--- config.mk ---
export PLATFORM = sky130hd
export DESIGN_NAME = uart_transmitter
export DESIGN_NICKNAME = d
export VERILOG_FILES = /design/src/rtl/uart_transmitter.sv
export SDC_FILE = /design/constraint.sdc
export NUM_CORES = 1
export LEC_CHECK = 0
export ABC_CLOCK_PERIOD_IN_PS = 3010
export BUFFER_PORTS_ARGS = -buffer_cell sky130_fd_sc_hd__buf_2
export CAP_MARGIN = 30
export CORE_UTILIZATION = 50
export DETAILED_ROUTE_END_ITERATION = 10
export HOLD_SLACK_MARGIN = 0.03
export PLACE_DENSITY = 0.72
export SETUP_SLACK_MARGIN = 0.02
export SLEW_MARGIN = 25
export SYNTH_ARGS = -nofsm -noshare
export SYNTH_HDL_FRONTEND = slang
export SYNTH_SLANG_ARGS = --single-unit
export TNS_END_PERCENT = 20
--- constraint.sdc ---
create_clock -name clk -period 3.01 [get_ports clk]
set_clock_uncertainty 0.15 [all_clocks]
set_input_delay 0.602 -clock clk [delete_from_list [all_inputs] [get_ports clk]]
set_output_delay 0.602 -clock clk [all_outputs]
set_load 0.03 [all_outputs]
--- src/rtl/uart_transmitter.sv ---
// UART transmitter: start bit, WORD_SIZE data bits LSB first, optional parity, one stop bit.
// A one-word holding register lets the next word queue so frames go out back-to-back.
module uart_transmitter #(
    parameter int unsigned WORD_SIZE   = 8,
    parameter int unsigned PULSE_WIDTH = 4,
    parameter int unsigned PARITY      = 0
) (
    input  logic                 clk,
    input  logic                 rstn,
    input  logic                 in_valid,
    input  logic [WORD_SIZE-1:0] in_data,
    output logic                 in_ready,
    output logic                 tx,
    output logic                 busy
);

    localparam int unsigned CNT_W = ($clog2(PULSE_WIDTH) > 1) ? $clog2(PULSE_WIDTH) : 1;
    localparam int unsigned BIT_W = ($clog2(WORD_SIZE) > 1) ? $clog2(WORD_SIZE) : 1;
    localparam logic [CNT_W-1:0] CNT_LAST = CNT_W'(PULSE_WIDTH - 1);
    localparam logic [BIT_W-1:0] BIT_LAST = BIT_W'(WORD_SIZE - 1);
    localparam logic PAR_SEED = (PARITY == 2);
    localparam logic HAS_PAR  = (PARITY != 0);

    typedef enum logic [2:0] {
        ST_IDLE,
        ST_START,
        ST_DATA,
        ST_PARITY,
        ST_STOP
    } state_t;

    state_t               state, state_d;
    logic                 tx_d;
    logic                 hold_full, hold_full_d;
    logic [WORD_SIZE-1:0] hold_data, hold_data_d;
    logic [WORD_SIZE-1:0] sh, sh_d;
    logic [CNT_W-1:0]     clk_cnt, clk_cnt_d;
    logic [BIT_W-1:0]     bit_cnt, bit_cnt_d;
    logic                 par, par_d;
    logic                 bit_end;
    logic                 par_nxt;
    logic                 load;

    assign in_ready = !hold_full;
    assign busy     = (state != ST_IDLE);

    // State and datapath registers
    always_ff @(posedge clk or negedge rstn) begin
        if (!rstn) begin
            state     <= ST_IDLE;
            tx        <= 1'b1;
            hold_full <= 1'b0;
            hold_data <= '0;
            sh        <= '0;
            clk_cnt   <= '0;
            bit_cnt   <= '0;
            par       <= 1'b0;
        end else begin
            state     <= state_d;
            tx        <= tx_d;
            hold_full <= hold_full_d;
            hold_data <= hold_data_d;
            sh        <= sh_d;
            clk_cnt   <= clk_cnt_d;
            bit_cnt   <= bit_cnt_d;
            par       <= par_d;
        end
    end

    // Next-state and next-output logic
    always_comb begin
        state_d     = state;
        tx_d        = tx;
        hold_full_d = hold_full;
        hold_data_d = hold_data;
        sh_d        = sh;
        clk_cnt_d   = clk_cnt;
        bit_cnt_d   = bit_cnt;
        par_d       = par;

        bit_end = (clk_cnt == CNT_LAST);
        par_nxt = par ^ sh[0];
        load    = hold_full && ((state == ST_IDLE) || ((state == ST_STOP) && bit_end));

        if (in_valid && !hold_full) begin
            hold_full_d = 1'b1;
            hold_data_d = in_data;
        end

        if (state != ST_IDLE) begin
            clk_cnt_d = bit_end ? '0 : clk_cnt + CNT_W'(1);
        end

        case (state)
            ST_IDLE: begin
                tx_d = 1'b1;
            end
            ST_START: begin
                if (bit_end) begin
                    state_d   = ST_DATA;
                    tx_d      = sh[0];
                    bit_cnt_d = '0;
                end
            end
            ST_DATA: begin
                if (bit_end) begin
                    sh_d  = sh >> 1;
                    par_d = par_nxt;
                    if (bit_cnt == BIT_LAST) begin
                        if (HAS_PAR) begin
                            state_d = ST_PARITY;
                            tx_d    = par_nxt;
                        end else begin
                            state_d = ST_STOP;
                            tx_d    = 1'b1;
                        end
                    end else begin
                        bit_cnt_d = bit_cnt + BIT_W'(1);
                        tx_d      = sh[1];
                    end
                end
            end
            ST_PARITY: begin
                if (bit_end) begin
                    state_d = ST_STOP;
                    tx_d    = 1'b1;
                end
            end
            ST_STOP: begin
                if (bit_end) begin
                    state_d = ST_IDLE;
                    tx_d    = 1'b1;
                end
            end
            default: begin
                state_d = ST_IDLE;
                tx_d    = 1'b1;
            end
        endcase

        // Load the queued word from IDLE or straight out of the stop bit
        if (load) begin
            sh_d        = hold_data;
            hold_full_d = 1'b0;
            tx_d        = 1'b0;
            state_d     = ST_START;
            clk_cnt_d   = '0;
            par_d       = PAR_SEED;
        end
    end

endmodule

==> impl_metrics.sql <==
INSERT INTO impl_metrics (metric_group, metric, value, unit) VALUES
('clocking', 'cts_htree_levels', '1', ''),
('power', 'power.internal', '0.9788', 'mW'),
('route', 'route.detailed.vias_per_inst', '5.673', ''),
('floorplanning', 'io-pin-count', '14', ''),
('sta', 'fin_crit', '2.476', 'ns'),
('placement', 'dpl_worst_slack', '0.8969', 'ns'),
('synth', 'synthesis.area', '1299', 'sq um'),
('global_route', 'grt_first_pass_wirelength', '3.484', 'mm'),
('route', 'ant_nets', '0', ''),
('clocking', 'insertion_delay', '0.31', 'ns'),
('cells_and_area', 'drive_above_1_share', '38.46', '%'),
('clocking', 'cts.reportedPaths.clkPinSlew', '0.14', 'ns'),
('clocking', 'post_cts_buffers', '0', ''),
('synth', 'synthCells', '103', ''),
('clocking', 'root_buffer', 'clkbuf_4', ''),
('sta', 'fin_hold_ws', '0.09908', 'ns'),
('sta', 'timing.setup.tns', '0', 'ns'),
('synth', 'synth_largest_type_area_fraction', '48.17', '%'),
('global_route', 'grt_pass1_vias', '782', ''),
('clocking', 'gates_resized_cts_repair', '0', ''),
('power', 'pwr-share-clk', '11.5', '%'),
('power', 'swShare', '36.43', '%'),
('floorplanning', 'core-area', '2455', 'sq um'),
('placement', 'place.detailed.instances', '143', ''),
('clocking', 'cts.path.max_buffers', '2', ''),
('synth', 'async_reset_ff_share', '100.0', '%'),
('global_route', 'grt_util_met1', '21.52', '%'),
('power', 'power_switching', '0.5610', 'mW'),
('sta', 'timing.fmax', '403.8', 'MHz'),
('floorplanning', 'initial_core_util', '52.91', '%'),
('cells_and_area', 'synthToLayoutAreaGrowth', '9.152', '%'),
('cells_and_area', 'nets', '132', ''),
('cells_and_area', 'layoutNonFillerInstCount', '147', ''),
('route', 'routed_wire_length_per_instance', '14.10', 'um'),
('synth', 'ys_ff_latch', '26', ''),
('sta', 'slew_headroom', '47.09', '%'),
('clocking', 'clock_sinks', '26', ''),
('cells_and_area', 'n_antenna_cell', '0', ''),
('power', 'comb_power_share', '45.5', '%'),
('worst_hold_path', 'worst_hold_path_type', 'in2async', ''),
('global_route', 'grt.busiest_layer', 'met2', ''),
('synth', 'ys.warnings.count', '0', ''),
('critical_path', 'worst_ep_arrival_time', '1.72', 'ns'),
('status', 'outcome', 'finished, final reports clean', ''),
('synth', 'synthesized_area_per_cell', '12.61', 'sq um'),
('placement', 'place_hpwl', '1.515', 'mm'),
('cells_and_area', 'final_cell_mix', 'dfrtp_1 (25), mux2_2 (14), buf_2 (13)', ''),
('floorplanning', 'fp.dieW', '52.97', 'um'),
('global_route', 'grt_antenna_before_repair', '0', ''),
('floorplanning', 'floorplan.die.height', '52.97', 'um'),
('critical_path', 'worst_reg2reg_setup_slack', '1.04', 'ns'),
('power', 'power_frac_seq', '43.0', '%'),
('global_route', 'grt.met3_usage', '3.448', '%'),
('route', 'post-route-drc-count', '0', ''),
('synth', 'yosys_most_used_dff', 'dfrtp_1', ''),
('clocking', 'tritoncts', 'yes', ''),
('critical_path', 'setup.worst_path.class', 'reg2out', ''),
('power', 'cellPowerDensity', '1086', 'nW/um^2'),
('critical_path', 'cp-end-kind', 'output port', ''),
('route', 'dr_total_vias', '834', ''),
('synth', 'syn_nets', '117', ''),
('run', 'drv.max_cap_violation_count', '0', ''),
('global_route', 'pin_count_of_the_biggest_net_entering_global_routing', '27', ''),
('cells_and_area', 'final_area', '1418', 'sq um'),
('sta', 'total_setup_violations_reported_at_the_end_of_the_flow', '0', ''),
('synth', 'share_of_synthesized_area_occupied_by_flip_flops_and_latches', '50.19', '%'),
('route', 'drtPass1Iterations', '4', ''),
('synth', 'number_of_enable_type_register_cells_in_the_synthesized_netlist', '0', ''),
('power', 'total_leakage_power', '0.6283', 'nW'),
('sta', 'tightest_slew', '0.7920', 'ns'),
('synth', 'synth.top_cells.by_area', 'dfrtp_1 (48%), mux2_2 (12%), mux2_4 (8.1%)', '');
state kept, by name (all words and copies together) (netlist names):
register and cells:
bit_cnt 3, clk_cnt 2, hold_data 8, hold_full 1
sh 8, state 3, tx 1
final timing paths:
kind                       startpoint           end  cells after the start
setup / recovery             state[0]          busy                      4
hold / removal                   rstn      state[2]                      1
setup reg to reg           clk_cnt[0]         sh[2]                      5
hold reg to reg            clk_cnt[0]    clk_cnt[0]                      1
max in group asynchronous        rstn            tx                      1
min in group clk           in_data[7]  hold_data[7]                      3
critical path, stage by stage (launching register included):
cell and delay (ns):
dfrtp_1 0.57, or2_2 0.40, nor2_1 0.21, inv_1 0.06
buf_2 0.17
per-layer routing:
metal  wire, um  share of wire [%]  up-vias
li1           -                  -      404
met1        926                 45      410
met5          0                  0        -
met2       1083                 52       18
met4          6               0.29        0
met3         56                2.7        2
area by class of cell:
class,count,area [sq um]
fillers,202,1037
flip-flops and latches,26,651.9
multi-input cells,70,611.8
repair buffers,13,65.06
well taps,30,37.54
clock buffers,4,36.28
inverters,4,15.01
power groups by stage:
| stage | clock [mW] | sequential (mW) | combinational (mW) |
|---|---|---|---|
| after detailed placement | 0 | 0.673 | 0.705 |
| after global placement | 0 | 0.660 | 0.683 |
| after CTS | 0.184 | 0.664 | 0.711 |
| after global routing | 0.197 | 0.690 | 0.774 |
| after floorplan | 0 | 0.635 | 0.604 |
| final | 0.177 | 0.662 | 0.701 |
Yosys cell counts (2+ instances only):
| library cell | count |
|---|---|
| a21boi_0 | 2 |
| nand3_1 | 3 |
| o21a_1 | 2 |
| mux2_2 | 14 |
| inv_1 | 4 |
| o2bb2ai_1 | 3 |
| a22oi_1 | 2 |
| ha_1 | 3 |
| dfrtp_1 | 25 |
| o21ai_0 | 11 |
| mux2_4 | 7 |
| nor2b_1 | 3 |
| nor2_1 | 2 |
| nand2_1 | 3 |
logic make-up (layout without fill, tap and decap cells):
| kind of cell | count (synthesis) | after routing | synth area share (%) |
|---|---|---|---|
| fa+ha+maj | 3 | 3 | 2.890 |
| buf+inv | 7 | 21 | 2.696 |
| mux | 22 | 22 | 21.00 |
| compound gates | 25 | 25 | 12.72 |
| flops | 26 | 26 | 50.19 |
| simple gates | 20 | 20 | 10.50 |
Power figures use the tool's default switching activity.
